### src/rtl/bus_pkg.sv
// Shared definitions for the per-terminal bus endpoint: ID field width,
// broadcast default and destination extraction.
package bus_pkg;

  localparam int ID_W = 8;
  localparam int MAX_W = 256;
  localparam logic [ID_W-1:0] BCAST_DEFAULT = 8'hFF;

  typedef logic [ID_W-1:0] bus_id_t;

  // Destination ID lives in the top byte of a w-bit packet.
  function automatic bus_id_t get_dest(input logic [MAX_W-1:0] word, input int unsigned w);
    return ID_W'(word >> (w - ID_W));
  endfunction

endpackage

### src/rtl/bus_fifo.sv
// Show-ahead synchronous FIFO with registered occupancy; a write and a read
// in the same cycle both take effect even when full.
module bus_fifo #(
  parameter int width       = 32,
  parameter int profundidad = 16
) (
  input  logic                               clk_i,
  input  logic                               reset,
  input  logic                               wr,
  input  logic [width-1:0]                   wr_data,
  input  logic                               rd,
  output logic                               full,
  output logic                               empty,
  output logic [width-1:0]                   head,
  output logic [$clog2(profundidad+1)-1:0]   count
);

  localparam int AW = (profundidad > 1) ? $clog2(profundidad) : 1;
  localparam int CW = $clog2(profundidad + 1);

  logic [width-1:0] mem [profundidad];
  logic [AW-1:0]    wr_ptr;
  logic [AW-1:0]    rd_ptr;
  logic             rd_ok;
  logic             wr_ok;

  function automatic logic [AW-1:0] nxt(input logic [AW-1:0] p);
    return (p == AW'(profundidad - 1)) ? '0 : p + 1'b1;
  endfunction

  assign empty = (count == '0);
  assign full  = (count == CW'(profundidad));
  assign rd_ok = rd && !empty;
  assign wr_ok = wr && (!full || rd_ok);
  // Head reads as zero when empty so stale storage never leaks out after reset.
  assign head  = empty ? '0 : mem[rd_ptr];

  always_ff @(posedge clk_i or posedge reset) begin
    if (reset) begin
      wr_ptr <= '0;
      rd_ptr <= '0;
      count  <= '0;
    end else begin
      if (wr_ok) wr_ptr <= nxt(wr_ptr);
      if (rd_ok) rd_ptr <= nxt(rd_ptr);
      case ({wr_ok, rd_ok})
        2'b10:   count <= count + 1'b1;
        2'b01:   count <= count - 1'b1;
        default: ;
      endcase
    end
  end

  always_ff @(posedge clk_i) begin
    if (wr_ok) mem[wr_ptr] <= wr_data;
  end

endmodule

### src/rtl/bus_endpoint.sv
// Bus terminal endpoint: TX queue toward the bus, address-filtered RX queue
// toward the device, saturating drop/misroute counters and sticky pop error.
module bus_endpoint import bus_pkg::*; #(
  parameter int      width       = 32,
  parameter int      profundidad = 16,
  parameter bus_id_t ID          = 8'h00,
  parameter bus_id_t broadcast   = BCAST_DEFAULT
) (
  input  logic             clk_i,
  input  logic             reset,
  output logic             pndng,
  output logic [width-1:0] D_pop,
  input  logic             pop,
  input  logic             push,
  input  logic [width-1:0] D_push,
  input  logic             tx_wr,
  input  logic [width-1:0] tx_data,
  output logic             tx_full,
  output logic             rx_valid,
  output logic [width-1:0] rx_data,
  input  logic             rx_rd,
  output logic [15:0]      drop_cnt,
  output logic [15:0]      misroute_cnt,
  output logic             err_pop
);

  localparam int CW = $clog2(profundidad + 1);

  logic          tx_empty;
  logic          rx_empty;
  logic          rx_full;
  logic [CW-1:0] unused_tx_count;
  logic [CW-1:0] unused_rx_count;
  bus_id_t       dest;
  logic          addr_hit;
  logic          accept;
  logic          misroute;
  logic          drop;

  bus_fifo #(.width(width), .profundidad(profundidad)) tx_fifo (
    .clk_i   (clk_i),
    .reset   (reset),
    .wr      (tx_wr),
    .wr_data (tx_data),
    .rd      (pop),
    .full    (tx_full),
    .empty   (tx_empty),
    .head    (D_pop),
    .count   (unused_tx_count)
  );

  bus_fifo #(.width(width), .profundidad(profundidad)) rx_fifo (
    .clk_i   (clk_i),
    .reset   (reset),
    .wr      (accept),
    .wr_data (D_push),
    .rd      (rx_rd),
    .full    (rx_full),
    .empty   (rx_empty),
    .head    (rx_data),
    .count   (unused_rx_count)
  );

  assign pndng    = !tx_empty;
  assign rx_valid = !rx_empty;

  assign dest     = get_dest(MAX_W'(D_push), width);
  assign addr_hit = (dest == ID) || (dest == broadcast);
  assign accept   = push && addr_hit;
  assign misroute = push && !addr_hit;
  // A full RX FIFO still accepts when the device reads in the same cycle.
  assign drop     = accept && rx_full && !rx_rd;

  always_ff @(posedge clk_i or posedge reset) begin
    if (reset) begin
      drop_cnt     <= '0;
      misroute_cnt <= '0;
      err_pop      <= 1'b0;
    end else begin
      if (drop && (drop_cnt != 16'hFFFF))         drop_cnt     <= drop_cnt + 16'd1;
      if (misroute && (misroute_cnt != 16'hFFFF)) misroute_cnt <= misroute_cnt + 16'd1;
      if (pop && tx_empty)                        err_pop      <= 1'b1;
    end
  end

endmodule
### config.mk
export PLATFORM = sky130hd
export DESIGN_NAME = bus_endpoint
export DESIGN_NICKNAME = d
export VERILOG_FILES = /design/src/rtl/bus_pkg.sv /design/src/rtl/bus_fifo.sv /design/src/rtl/bus_endpoint.sv
export SDC_FILE = /design/constraint.sdc
export NUM_CORES = 1
export LEC_CHECK = 0
export CORE_ASPECT_RATIO = 1.2
export CORE_MARGIN = 2
export CORE_UTILIZATION = 51
export CTS_CLUSTER_DIAMETER = 60
export DETAILED_ROUTE_END_ITERATION = 12
export HOLD_SLACK_MARGIN = 0.15
export PLACE_DENSITY = 0.77
export SLEW_MARGIN = 40
export SYNTH_ARGS = -nofsm -noshare
export SYNTH_HDL_FRONTEND = slang
export SYNTH_HIERARCHICAL = 1
export SYNTH_SLANG_ARGS = --single-unit
### constraint.sdc
create_clock -name clk_i -period 2.8 [get_ports clk_i]
set_clock_uncertainty 0.05 [all_clocks]
set_input_delay 0.56 -clock clk_i [delete_from_list [all_inputs] [get_ports clk_i]]
set_output_delay 0.56 -clock clk_i [all_outputs]
set_load 0.02 [all_outputs]
==> run metrics <==
status finished, violations left; violations in the final reports setup timing; most common library cell in the layout ignoring fill and taps sky130_fd_sc_hd__edfxtp_1; setup ws final -0.663 ns; dpl cells 3269; synthesized flop and latch total 1083; area inside the core boundary 0.0820 sq mm; clock sinks 1083; vias in the first global route 23.0k; number of buffers created by CTS 101; NetSw 16.1 mW; overall die width 267 um; highest-count cells in the layout ignoring fill and taps 1024 x sky130_fd_sc_hd__edfxtp_1, 256 x sky130_fd_sc_hd__mux4_2, 157 x sky130_fd_sc_hd__buf_4; Port-buffer cells 169; clock slew at the register clock pins of the worst setup and hold paths 0.07 ns; final number of setup-violating endpoints 64; Clk pwr share 27.2%; Die Span Y 319 um; met1 Track Usage GR 28.0%; post-placement setup slack -0.563 ns; worst endpoint data arrival time 2.85 ns; highest fanout seen on the critical path 9; Non-Filler Instances 3526; path type of the worst min-delay path flop to flop; met2 Usage GRT 42.0%; yosys warns 6; synthesized net count 2019; Post-DP HPWL 55.3 mm; largest cells by area after synthesis sky130_fd_sc_hd__edfxtp_1 73%, sky130_fd_sc_hd__mux4_2 14%, sky130_fd_sc_hd__dfrtp_1 3.5%; max-cap check violation count 0; final hold slack 0.426 ns; slew at the pin closest to its max-slew limit 0.877 ns; sequential power share 36.5%; final critical path time including I/O delays and setup 3.46 ns; dominant synthesized flop cell sky130_fd_sc_hd__edfxtp_1; Max clock buf depth 3; number of search-and-repair iterations in the first detailed-routing pass 5; Pint 36.5 mW; antenna violations before repair 5; fraction of synthesized cell area taken by the top area cell type 72.7%; Final ANT Viol Nets 0; DR WL/cell 28.7 um; TritonCTS clock tree done; netlist area before placement 0.0423 sq mm; global placement routability congestion 0.802; remaining design rule violation count 0; Area growth, synth to finish 22.5%; required time of the critical path 2.19 ns; endpoints failing hold 0; register area share after synthesis 76.2%; wire length of the first global-routing pass 147 mm; post-route clock period utilization 124%; Avg Synthesized Cell Area 21.9 sq um; worst-path cell with the longest stage delay sky130_fd_sc_hd__dfrtp_4; count of boundary I/O pins 170; total gr overflow 0; Layout Nets 2477; WL final 101 mm; Yosys cell types 57; critical path start-end classification flop to output pin; clock network latency to the later pin of the worst-skew pair 0.67 ns; CP peak stage delay 0.51 ns; Worst Setup Start Kind flop; static leakage power 17.4 nW; combinational cell fraction of total power 36.3%; worst-case vdd ir drop 0.000808 V; Cells after Synth 1929; Max Fclk 0.289 GHz; total via count after detailed routing 21.6k; worst-path cell chain buf_12 -> buf_4 -> clkbuf_16 -> mux4_2 -> mux2i_1 -> nor2_1 -> a221o_1 -> buf_2; RSZ-0062 raised after global routing true; CTS H-tree lvls 3; endpoint type of the worst setup path output pin; pin count of the biggest net entering global routing 35; cell type with the largest total area after synthesis sky130_fd_sc_hd__edfxtp_1; post-DR vias/cell 6.13; switching fraction of total power 30.6%; initial core utilization 51.6%; most congested layer reported by global routing met2; Rel. slew slack 41.3%; fraction of registers with async set/reset 5.45%; Final Slew Violations 0; EDFF count, synth 1024; ratio of total power to cell area 1020 mW/mm^2; met3 usage 4.35%; Total Die Area 0.0852 sq mm; GRT Resource Usage Total 23.4%; number of cell rows 115; proportion of layout cells with a drive suffix above 1 34.7%; Initial DRC Count 2283; Clock Tree Root sky130_fd_sc_hd__clkbuf_16
logic make-up (layout without fill, tap and decap cells):
kind of cell,count (synthesis),count (layout),share of synthesized area (%)
flip-flops,1083,1083,76.2
multiplexers,337,337,15.6
AND/OR/NAND/NOR,230,233,2.90
AO/OA/AOI/OAI,114,114,2.39
buffers and inverters,110,650,1.53
XOR/XNOR,35,35,0.743
adder cells (fa/ha/maj),20,20,0.627
other,0,1,0
power groups by stage:
stage                     combinational, mW  clock, mW  sequential (mW)
final                                  19.1       14.3             19.2
after global routing                   20.0       15.1             19.3
after CTS                              17.8       14.5             19.2
after detailed placement               16.8          0             19.5
after global placement                 16.5          0             19.5
after floorplan                        10.1          0             19.4
synth_stat cells (3+ instances only):
master,number
sky130_fd_sc_hd__buf_6,21
sky130_fd_sc_hd__and4_1,4
sky130_fd_sc_hd__nor4_1,9
sky130_fd_sc_hd__dfrtp_1,59
sky130_fd_sc_hd__mux2i_1,70
sky130_fd_sc_hd__a21oi_1,8
sky130_fd_sc_hd__and3_1,23
sky130_fd_sc_hd__a21o_1,5
sky130_fd_sc_hd__nand2b_1,7
sky130_fd_sc_hd__nand4_1,12
sky130_fd_sc_hd__nor2b_1,4
sky130_fd_sc_hd__buf_1,4
sky130_fd_sc_hd__nor3b_1,3
sky130_fd_sc_hd__o21ai_1,10
sky130_fd_sc_hd__nor3_1,10
sky130_fd_sc_hd__buf_4,6
sky130_fd_sc_hd__buf_2,44
sky130_fd_sc_hd__nand3_1,21
sky130_fd_sc_hd__mux2_1,6
sky130_fd_sc_hd__edfxtp_1,1024
sky130_fd_sc_hd__nand2_1,25
sky130_fd_sc_hd__a221o_1,64
sky130_fd_sc_hd__clkbuf_1,18
sky130_fd_sc_hd__nor2_1,82
sky130_fd_sc_hd__xnor2_1,12
sky130_fd_sc_hd__mux2_2,5
sky130_fd_sc_hd__a31oi_1,3
sky130_fd_sc_hd__mux4_2,256
sky130_fd_sc_hd__ha_1,18
sky130_fd_sc_hd__and2_1,18
sky130_fd_sc_hd__inv_1,15
sky130_fd_sc_hd__xor2_1,22
worst max-delay path, delay by kind of cell (launching register included):
kind                   cells  cell delay, ns
multiplexers               2            0.65
buffers and inverters      4            0.63
AO/OA/AOI/OAI              1            0.28
flip-flops                 1            0.51
AND/OR/NAND/NOR            1            0.10
layout make-up:
cell class | instances | area (sq um)
diodes | 1 | 2.50
well taps | 1053 | 1320
inverters | 17 | 63.8
multi-input cells | 739 | 9680
flip-flops and latches | 1083 | 32200
clock inverters | 65 | 868
fillers | 5223 | 30200
repair buffers | 445 | 4980
clock buffers | 123 | 2640
registers in the layout, summed over array words and instances (netlist names):
register / cells
drop_cnt: 16
rx_fifo/mem: 512
tx_fifo/rd_ptr: 4
tx_fifo/count: 5
rx_fifo/wr_ptr: 4
tx_fifo/wr_ptr: 4
rx_fifo/count: 5
misroute_cnt: 16
err_pop: 1
rx_fifo/rd_ptr: 4
tx_fifo/mem: 512
stage by stage:
stage	power [mW]	TNS, ns	instance area [sq um]	utilization (%)
global route	54.4	-40.67	51800	63.2
detailed placement	36.4	-275.59	47200	57.6
global placement	36.0	-296.60	47200	57.6
finish	52.6	-35.86	51800	63.2
CTS	51.5	-39.81	51200	62.4
floorplan	29.5	0	42300	-
worst paths after layout:
kind / depth (start not counted) / slack [ns] / start / endpoint
min in group asynchronous: 3 / 0.73 / reset / err_pop$_DFFE_PP0P_
min: 1 / 0.43 / err_pop$_DFFE_PP0P_ / err_pop$_DFFE_PP0P_
max in group asynchronous: 3 / 1.32 / reset / rx_fifo/rd_ptr[0]$_DFFE_PP0N_
max: 8 / -0.66 / tx_fifo/rd_ptr[1]$_DFFE_PP0N_ / D_pop[12]
min reg2reg: 1 / 0.43 / err_pop$_DFFE_PP0P_ / err_pop$_DFFE_PP0P_
max reg2reg: 9 / 0.11 / rx_fifo/count[3]$_DFFE_PP0P_ / rx_fifo/count[2]$_DFFE_PP0P_
what timing repair did:
item,in CTS,in global routing
cloned,7,5
pin swaps,18,22
endpoints found under the setup margin,67,164
resized for setup,353,95
hold buffers,1,0
hold endpoints to repair,1,0
setup buffers,35,27
per-layer routing:
| layer | wire length, um | up-vias |
|---|---|---|
| met2 | 55400 | 1080 |
| met5 | 46 | - |
| met1 | 35500 | 11300 |
| met4 | 2980 | 8 |
| li1 | - | 9032 |
| met3 | 7400 | 180 |
Note: power is estimated with default switching activity, not from simulation.
